`config.mk`:
```
export PLATFORM = sky130hd
export DESIGN_NAME = snake_game_score_and_timer
export DESIGN_NICKNAME = d
export VERILOG_FILES = /design/src/rtl/snake_game_score_and_timer.sv
export SDC_FILE = /design/constraint.sdc
export NUM_CORES = 1
export LEC_CHECK = 0
export BUFFER_PORTS_ARGS = -buffer_cell sky130_fd_sc_hd__buf_2
export CAP_MARGIN = 20
export CORE_UTILIZATION = 50
export CTS_CLUSTER_SIZE = 12
export DETAILED_ROUTE_END_ITERATION = 7
export GPL_TIMING_DRIVEN = 0
export HOLD_SLACK_MARGIN = 0.06
export PLACE_DENSITY = 0.7
export SKIP_LAST_GASP = 1
export SLEW_MARGIN = 20
export SYNTH_ARGS = -nofsm -noshare
export SYNTH_HDL_FRONTEND = slang
export SYNTH_SLANG_ARGS = --single-unit
```
`constraint.sdc`:
```
create_clock -name CLK -period 2.95 [get_ports CLK]
set_clock_uncertainty 0.15 [all_clocks]
set_input_delay 0 -clock CLK [delete_from_list [all_inputs] [get_ports CLK]]
set_output_delay 0 -clock CLK [all_outputs]
set_load 0.01 [all_outputs]
```
`src/rtl/snake_game_score_and_timer.sv`:
```
// Score counter and per-game countdown feeding the master state machine.
// Play_State gates everything: IDLE reloads, PLAY counts, WIN/LOSE/unknown freeze.
module snake_game_score_and_timer #(
  parameter int TICKS_PER_SEC = 100000000,
  parameter int PLAY_TIME_S   = 60,
  parameter int SCORE_MAX     = 15
) (
  input  logic       CLK,
  input  logic       RESET,
  input  logic [1:0] Play_State,
  input  logic       Target_Reached,
  output logic [3:0] Score,
  output logic       Score_Tick,
  output logic [7:0] Time_Left,
  output logic       time_is_up
);

  localparam int PW = (TICKS_PER_SEC > 1) ? $clog2(TICKS_PER_SEC) : 1;

  localparam logic [1:0]    ST_IDLE    = 2'b00;
  localparam logic [1:0]    ST_PLAY    = 2'b01;
  localparam logic [PW-1:0] PRESC_LAST = PW'(TICKS_PER_SEC - 1);
  localparam logic [7:0]    TIME_INIT  = 8'(PLAY_TIME_S);
  localparam logic [3:0]    SCORE_TOP  = 4'(SCORE_MAX);

  logic [3:0]    score_q, score_d;
  logic          score_tick_q, score_tick_d;
  logic [7:0]    time_left_q, time_left_d;
  logic          time_is_up_q, time_is_up_d;
  logic [PW-1:0] presc_q, presc_d;
  logic          tr_q, tr_d;
  logic          hit;
  logic          sec_tick;

  assign hit      = Target_Reached & ~tr_q;
  assign sec_tick = (presc_q == PRESC_LAST);

  always_comb begin
    score_d      = score_q;
    score_tick_d = 1'b0;
    time_left_d  = time_left_q;
    time_is_up_d = time_is_up_q;
    presc_d      = presc_q;
    // Edge register tracks in every mode so a level held across IDLE->PLAY never scores.
    tr_d         = Target_Reached;

    case (Play_State)
      ST_IDLE: begin
        score_d      = 4'd0;
        time_left_d  = TIME_INIT;
        time_is_up_d = 1'b0;
        presc_d      = '0;
      end
      ST_PLAY: begin
        presc_d = sec_tick ? '0 : presc_q + 1'b1;
        if (hit && (score_q < SCORE_TOP)) begin
          score_d      = score_q + 4'd1;
          score_tick_d = 1'b1;
        end
        if (sec_tick && (time_left_q != 8'd0)) begin
          time_left_d = time_left_q - 8'd1;
          if (time_left_q == 8'd1) time_is_up_d = 1'b1;
        end
      end
      default: begin
      end
    endcase
  end

  always_ff @(posedge CLK) begin
    if (RESET) begin
      score_q      <= 4'd0;
      score_tick_q <= 1'b0;
      time_left_q  <= TIME_INIT;
      time_is_up_q <= 1'b0;
      presc_q      <= '0;
      tr_q         <= 1'b0;
    end else begin
      score_q      <= score_d;
      score_tick_q <= score_tick_d;
      time_left_q  <= time_left_d;
      time_is_up_q <= time_is_up_d;
      presc_q      <= presc_d;
      tr_q         <= tr_d;
    end
  end

  assign Score      = score_q;
  assign Score_Tick = score_tick_q;
  assign Time_Left  = time_left_q;
  assign time_is_up = time_is_up_q;

endmodule
```
# [Yosys cells after proc, flatten, opt, wreduce, memory -nomap -nowiden]
# Cells that the tools add are included.
[classes] magnitude_cmp=1 addsub=3 n_mux=10 n_bitwise=3 n_eq_ne=6 n_reduce_logical=9
[op_table] cell="case mux 27 bit (2 select lines)" n=1
[op_table] cell="adder 27 x 1 -> 27 bit (second input constant)" n=1
[op_table] cell="equality test 27 bit (second input constant)" n=1
[op_table] cell="two-way mux 27 bit" n=1
[op_table] cell="case mux 8 bit (2 select lines)" n=1
[op_table] cell="equality test 8 x 1 -> 1 bit (second input constant)" n=1
[op_table] cell="two-way mux 8 bit" n=1
[op_table] cell="case mux 4 bit (2 select lines)" n=1
[op_table] cell="nonzero test 8 bit" n=1
[op_table] cell="subtractor 8 x 1 -> 8 bit (second input constant)" n=1
[op_table] cell="!= test 2 bit (second input constant)" n=3
[op_table] cell="adder 4 x 1 -> 4 bit (second input constant)" n=1
[op_table] cell="< comparator 4 bit (second input constant)" n=1
[op_table] cell="two-way mux 4 bit" n=1
[op_table] cell="AND reduction 2 bit" n=2
[op_table] cell="two-way mux 1 bit" n=3
[op_table] cell="AND reduction 3 bit" n=1
[op_table] cell="equality test 2 x 1 -> 1 bit (second input constant)" n=1
[op_table] cell="logical AND 1 bit" n=2
[op_table] cell="logical NOT 2 bit" n=1
[op_table] cell="NOT 1 bit" n=2
[op_table] cell="case mux 1 bit (2 select lines)" n=1
[op_table] cell="nonzero test 2 bit" n=1
[op_table] cell="OR reduction 2 bit" n=1
[op_table] cell="AND 1 bit" n=1
[totals] ff_bits=42 inputBits=5

# [Longest topological paths before layout]
# Gate-level depths: netlist (run 1).
[logic_depth] word_depth=5 ltp_mapped=9 ltp_nobuf=7

# [Worst setup path after synthesis (run 1)]
# No wires, ideal clock.
[synth_timing] path_type="reg2reg" startpoint="register presc_q[0]" endpoint="register presc_q[16]" arrival_time_ps=1995 setup_slack_ps=730 stages_incl_launch_ff=9 period_less_slack_ps=2220 setup_ps=74 cell_sequence="dfxtp_1 -> ha_1 -> and4_1 -> buf_2 -> and4bb_1 -> buf_6 -> a21oi_1 -> or4b_1 -> a31oi_1"
[synth_between] elab_chain_cells=3 elab_cells_between_ends=4 classes_between="1 x add/sub; 1 x eq/ne; 2 x mux"
[synth_rtl] item="start, declared" line_no="30" text="logic [PW-1:0] presc_q, presc_d;"
[synth_rtl] item="start signal, assigned" line_no="83" text="presc_q <= presc_d;"
[synth_rtl] item="adder 27 x 1 -> 27 bit / equality test 27 bit (equally long branches)" line_no="55, 36"
[synth_rtl] item="two-way mux 27 bit (*)" line_no="55" text="presc_d = sec_tick ? '0 : presc_q + 1'b1;"
[synth_rtl] item="case mux 27 bit (2 select lines) (*)" line_no="47" text="case (Play_State)"
# Mark *: on every way between the ends. The rest lies on a longest branch, timed or not.
# A chain may end at the register's enable or synchronous reset.

# [Worst setup path after layout (run 1)]
[layout_timing] startpoint="register presc_q[19]" endpoint="register time_left_q[5] (netlist: Time_Left[5])"
[layout_between] elab_chain_cells=4
[layout_rtl] item="equality test 27 bit" line_no="36" text="assign sec_tick = (presc_q == PRESC_LAST);"
[layout_rtl] item="logical AND 1 bit" line_no="60" text="if (sec_tick && (time_left_q != 8'd0)) begin"
[layout_rtl] item="!= test 2 bit (no line)"
[layout_rtl] item="AND reduction 2 bit (no line)"
[layout_rtl] item="end signal, assigned" line_no="81" text="time_left_q <= time_left_d;"
[layout_rtl] item="end, declared" line_no="28" text="logic [7:0] time_left_q, time_left_d;"
# No other way between the ends.

==> reports/metrics.yaml, run 1 <==
wirelength_um: 5610
yosys_warnings: 0
worstSetupEndpointType: "register"
yosys.area.top_type: "dfxtp_1"
die_w_um: 70.2
synthArstFlopShare: 0
worst_slack_ns: 0.231
cts.sinks: 42
pwr-share-clk: 0.358
numCtsBuffers: 5
register_area_um2: 841
syn_avg_cell_area_um2: 8.04
syn_area_um2: 2320
antenna_found_initial: 0
max_cap_viol_count: 0
drtIter0Drc: 135
seq_area_frac_synth: 0.362
gp_congestion: 0.833
route.detailed.drc: 0
die_height_um: 70.2
syn-instance-count: 289
grt.total_usage: 0.239
syn_nets: 298
slowest_stage: "dlygate4sd3_1"
n_antenna_cell: 0
ys_dominant_reg_cell: "dfxtp_1"
synth_seq_cells: 42
swShare: 0.242
top_layer_used: "met4"
p_seq_frac: 0.581
clockRootBuffer: "clkbuf_8"
tns_ns: 0
clk_path_buf_depth: 2
rsz0062_at_grt: "no"
hold_viol: 0
cts_tree: "built"
setup_viol: 0
cp_max_fo: 10
grt_pass1_vias: 2034
die_area_um2: 4930
drv_slew: 0
holdWs_ns: 0.302
place_area_um2: 2480
ios: 19
dp_slack_ns: 0.355
synth.top_cell.area_share: 0.362
drtAntennaViolNets: 0
intPower_mw: 0.747
htree_levels: 2
viasPerCell: 6.15
multi_input_area_um2: 1380
clk_pin_slew_ns: 0.08
synth.distinct_cells: 53
p_sw_mw: 0.238
rows: 24
grt_pass1_wl_um: 9520
drive_gt1_frac: 0.119
irDropWorstVdd_mv: 0.271
min_path_type: "reg2reg"
via_count: 2282
nFillCells: 423
wl_per_cell_um: 15.1
cts_resized: 0
start_util: 0.527
clk_latency_ns: 0.29
drt_first_pass_iters: 5
post-route-period-util: 0.922
crit_buf_inv: 2
io_buffers: 18
critPathArrivalTime_ns: 2.80
worst_ep_required_time_ns: 3.03
max_freq_ghz: 0.368
nets: 328
core_um2: 4410
synth_edf_count: 0
leakage_nw: 0.964
fin_area_um2: 2610
dpl.cell_count: 359
cts_setup_buffers: 0
instances_no_fill: 371
status: "complete, no violations"
path_cells: "or3b_1 -> nor4_1 -> clkbuf_8 -> nand3_1 -> nor3b_1 -> o31ai_1 -> dlygate4sd3_1"
path_class: "reg2reg"
p_total_mw: 0.985
dp_hpwl_um: 3970
worstSetupStartpointType: "register"
syn_to_final_growth_pct: 12.2
wl_met1_um: 2840
combPwrFrac: 0.061
grt_max_degree: 13
power_density_nw_per_um2: 378
crit_path_max_incr_delay_ns: 0.57
grt.overflow.total: 0
dr_wl_met3_um: 217
tightestPinTransition_ns: 0.665
fin_util: 0.591
slew-limit-headroom: 0.552
synth_top_cells_by_area: "dfxtp_1, nand2_1, nor2_1"
period_minus_slack_ns: 2.72
wl_met2_um: 2520
critical_path.top_delay_family: "simple AND/OR/NAND/NOR gates"
[state kept, by name, summed over array words and instances (netlist names)]
signal	flops
Score_Tick	1
time_is_up	1
Score	4
Time_Left	8
presc_q	27
tr_q	1
[kinds of logic (layout without fill, tap and decap cells)]
family	count (synthesis)	in the layout	synth area share
simple gates	142	142	0.325
compound gates	68	68	0.196
flops	42	42	0.362
buf+inv	20	50	0.0431
mux	7	7	0.0301
xor+xnor	6	6	0.0226
fa+ha+maj	4	4	0.0215
[layer usage]
layer / vias to the layer above / track usage
met5: - / 0
met4: 0 / 0.0600
met3: 4 / 0.0447
met2: 54 / 0.373
met1: 1085 / 0.341
li1: 1139 / -
[area by class of cell]
cell class,instances,area share
buffer,14,0.0297
clock inverter,2,0.00384
clock buffer,5,0.0264
multi-input combinational,227,0.530
timing repair buffer,23,0.0537
tap,52,0.0249
inverter,6,0.00863
sequential,42,0.322
[power groups by stage]
stage | registers [mW] | clock network, mW | logic [mW]
6_report | 0.573 | 0.352 | 0.0599
5_1_grt | 0.573 | 0.387 | 0.0666
4_1_cts | 0.573 | 0.369 | 0.0593
3_5_place_dp | 0.586 | 0 | 0.0553
3_3_place_gp | 0.586 | 0 | 0.0552
2_1_floorplan | 0.586 | 0 | 0.0346
[Yosys cell counts (2+ instances only)]
master    number
xnor2_1        4
and4_1         7
nand2_1       33
o21ai_0        8
buf_2          5
clkbuf_1       5
a21oi_1       19
or4b_1         2
nor2b_1        5
dfxtp_1       42
or2_2          2
nand2b_1       3
o31ai_1        2
ha_1           4
or3_1          3
a31oi_1       15
xor2_1         2
a22o_1         6
nand3_1       20
nor3b_1        3
nor3_1         7
and2_1         3
nand4_1       10
mux2i_1        7
a32oi_1        2
nor4_1         5
o211ai_1       2
inv_1          6
nor2_1        29
a41oi_1        5
[worst register-to-register path: cells and delay by family (launching register included)]
family	cells	cell delay, ns
AOI/OAI and AO/OA	1	0.21
buffers and inverters	2	0.85
DFF	1	0.35
and+or+nand+nor	4	1.12
[layout by cell type (no fill, tap or decap), types with 3 or more instances in the layout]
cell type      instances
nand2_1               33
clkbuf_8               6
buf_2                 23
nor2_1                29
a31oi_1               15
xnor2_1                4
nor3_1                 7
inv_1                  6
and2_1                 3
nor3b_1                3
nor2b_1                5
nand3_1               20
clkbuf_1               5
a21oi_1               19
dlygate4sd3_1          5
nand4_1               10
and4_1                 7
o21ai_0                8
ha_1                   4
or3_1                  3
nor4_1                 5
a41oi_1                5
mux2i_1                7
dfxtp_1               42
a22o_1                 6
nand2b_1               3
[path summary, 6_finish.rpt]
kind,start,endpoint,slack (ns),cells past startpoint
worst max-delay path,presc_q[19]$_SDFFE_PP0P_,Time_Left[5]$_SDFFE_PP1P_,0.23,7
worst min-delay path,presc_q[26]$_SDFFE_PP0P_,presc_q[26]$_SDFFE_PP0P_,0.30,1
worst min register to register,presc_q[26]$_SDFFE_PP0P_,presc_q[26]$_SDFFE_PP0P_,0.30,1
worst max register to register,presc_q[19]$_SDFFE_PP0P_,Time_Left[5]$_SDFFE_PP1P_,0.23,7
[timing repair]
item,CTS,global route
hold buffers,5,0
setup endpoints to repair,0,0
hold endpoints to repair,12,0
(Power assumes the default switching activity.)
==> run 2: changes to the inputs <==
PLACE_DENSITY = 0.68   (was 0.7)
==> run 2 against run 1 <==
Compared with the run above: fmax grew 6.7%; largest power group unchanged; register-to-register slack improved by 0.17 ns; largest cell class unchanged; clock power up 1%; count of clock-buffer cells in the layout up 2; cell area fell by 0.48%; die area did not move; global-route usage up 0.83 points; sequential share of layout area increased by 0.16 points; non-clock buffer count shrank 1; wire length rose by 1.2%; final cell count shrank 0.27%.
==> reports/metrics.yaml, run 2 (synthesis results as in run 1) <==
swShare: 0.241
fin_util: 0.588
core_um2: 4410
pwr-share-clk: 0.360
drtIter0Drc: 219
via_count: 2257
clockRootBuffer: "clkbuf_8"
gp_congestion: 0.825
tns_ns: 0
path_class: "reg2reg"
numCtsBuffers: 5
path_cells: "ha_1 -> and4_1 -> buf_2 -> and4bb_1 -> buf_6 -> a21boi_1 -> clkbuf_1 -> o21ai_0 -> nand2_1"
grt.total_usage: 0.248
grt_pass1_wl_um: 9780
cts_setup_buffers: 0
worstSetupEndpointType: "register"
ios: 19
n_antenna_cell: 0
clk_latency_ns: 0.29
nets: 327
final_common_cell: "dfxtp_1"
io_buffers: 18
status: "complete, no violations"
start_util: 0.527
p_sw_mw: 0.238
antenna_found_initial: 0
holdWs_ns: 0.312
setup_viol: 0
irDropWorstVdd_mv: 0.277
crit_path_max_incr_delay_ns: 0.46
clk_pin_slew_ns: 0.08
syn_to_final_growth_pct: 11.7
drt_first_pass_iters: 4
worstSetupStartpointType: "register"
die_w_um: 70.2
largest_register_ffs: 27
wirelength_um: 5680
max_freq_ghz: 0.392
final_cell_mix: "dfxtp_1, nand2_1, nor2_1"
htree_levels: 2
worst_ep_required_time_ns: 3.03
regMostFlops: "presc_q"
die_area_um2: 4930
grt.overflow.total: 0
grt_max_degree: 12
min_path_type: "reg2reg"
cts.sinks: 42
clk_path_buf_depth: 2
intPower_mw: 0.751
wl_per_cell_um: 15.3
leakage_nw: 0.957
power_density_nw_per_um2: 381
drive_gt1_frac: 0.113
rows: 24
post-route-period-util: 0.864
die_height_um: 70.2
drv_slew: 0
register_area_um2: 841
viasPerCell: 6.10
p_seq_frac: 0.579
hold_viol: 0
multi_input_area_um2: 1380
combPwrFrac: 0.061
critical_path.top_delay_family: "buffers and inverters"
cp_max_fo: 10
dp_hpwl_um: 3950
slew-limit-headroom: 0.580
cts_tree: "built"
crit_buf_inv: 3
nFillCells: 425
tightestPinTransition_ns: 0.624
slowest_stage: "clkbuf_1"
route.detailed.drc: 0
max_cap_viol_count: 0
drtAntennaViolNets: 0
period_minus_slack_ns: 2.55
grt_pass1_vias: 2118
critPathArrivalTime_ns: 2.63
rsz0062_at_grt: "no"
==> run 2: area by class of cell <==
type                    instances  area share
plain buffers                  14      0.0299
clock buffers                   7      0.0294
flip-flops and latches         42       0.324
multi-input cells             227       0.533
well taps                      52      0.0251
repair buffers                 22      0.0501
inverters                       6     0.00867
==> run 2: routing by layer <==
metal | up-vias | global-route usage | wire length, um
met5 | - | 0 | 0
met4 | 0 | 0.0756 | 43
met3 | 4 | 0.0462 | 244
met2 | 52 | 0.393 | 2520
met1 | 1058 | 0.341 | 2870
li1 | 1143 | - | -
==> run 2: power groups by stage <==
stage          logic, mW  registers (mW)  clock network (mW)
2_1_floorplan     0.0346           0.586                   0
3_3_place_gp      0.0555           0.586                   0
3_5_place_dp      0.0561           0.586                   0
4_1_cts           0.0602           0.573               0.362
5_1_grt           0.0667           0.573               0.382
6_report          0.0608           0.573               0.356
==> run 2: stage by stage <==
stage	cell area, um2	std cells	power [mW]	setup slack (ns)
2_1_floorplan	2320	289	0.620	0.730
3_3_place_gp	2480	359	0.641	0.416
3_5_place_dp	2480	359	0.642	0.340
4_1_cts	2600	370	0.995	0.368
5_1_grt	2600	370	1.02	0.207
6_report	2600	370	0.989	0.402
==> run 2: worst paths after layout <==
| kind | slack [ns] | to | start | depth (start not counted) |
|---|---|---|---|---|
| worst max-delay path | 0.40 | presc_q[23]$_SDFFE_PP0P_ | presc_q[0]$_SDFFE_PP0P_ | 9 |
| worst max register to register | 0.40 | presc_q[23]$_SDFFE_PP0P_ | presc_q[0]$_SDFFE_PP0P_ | 9 |
| worst min-delay path | 0.31 | presc_q[26]$_SDFFE_PP0P_ | presc_q[26]$_SDFFE_PP0P_ | 1 |
| worst min register to register | 0.31 | presc_q[26]$_SDFFE_PP0P_ | presc_q[26]$_SDFFE_PP0P_ | 1 |
==> run 2: timing repair <==
action                    CTS  global route
hold endpoints to repair    8             0
resized for setup           0             0
hold buffers                4             0
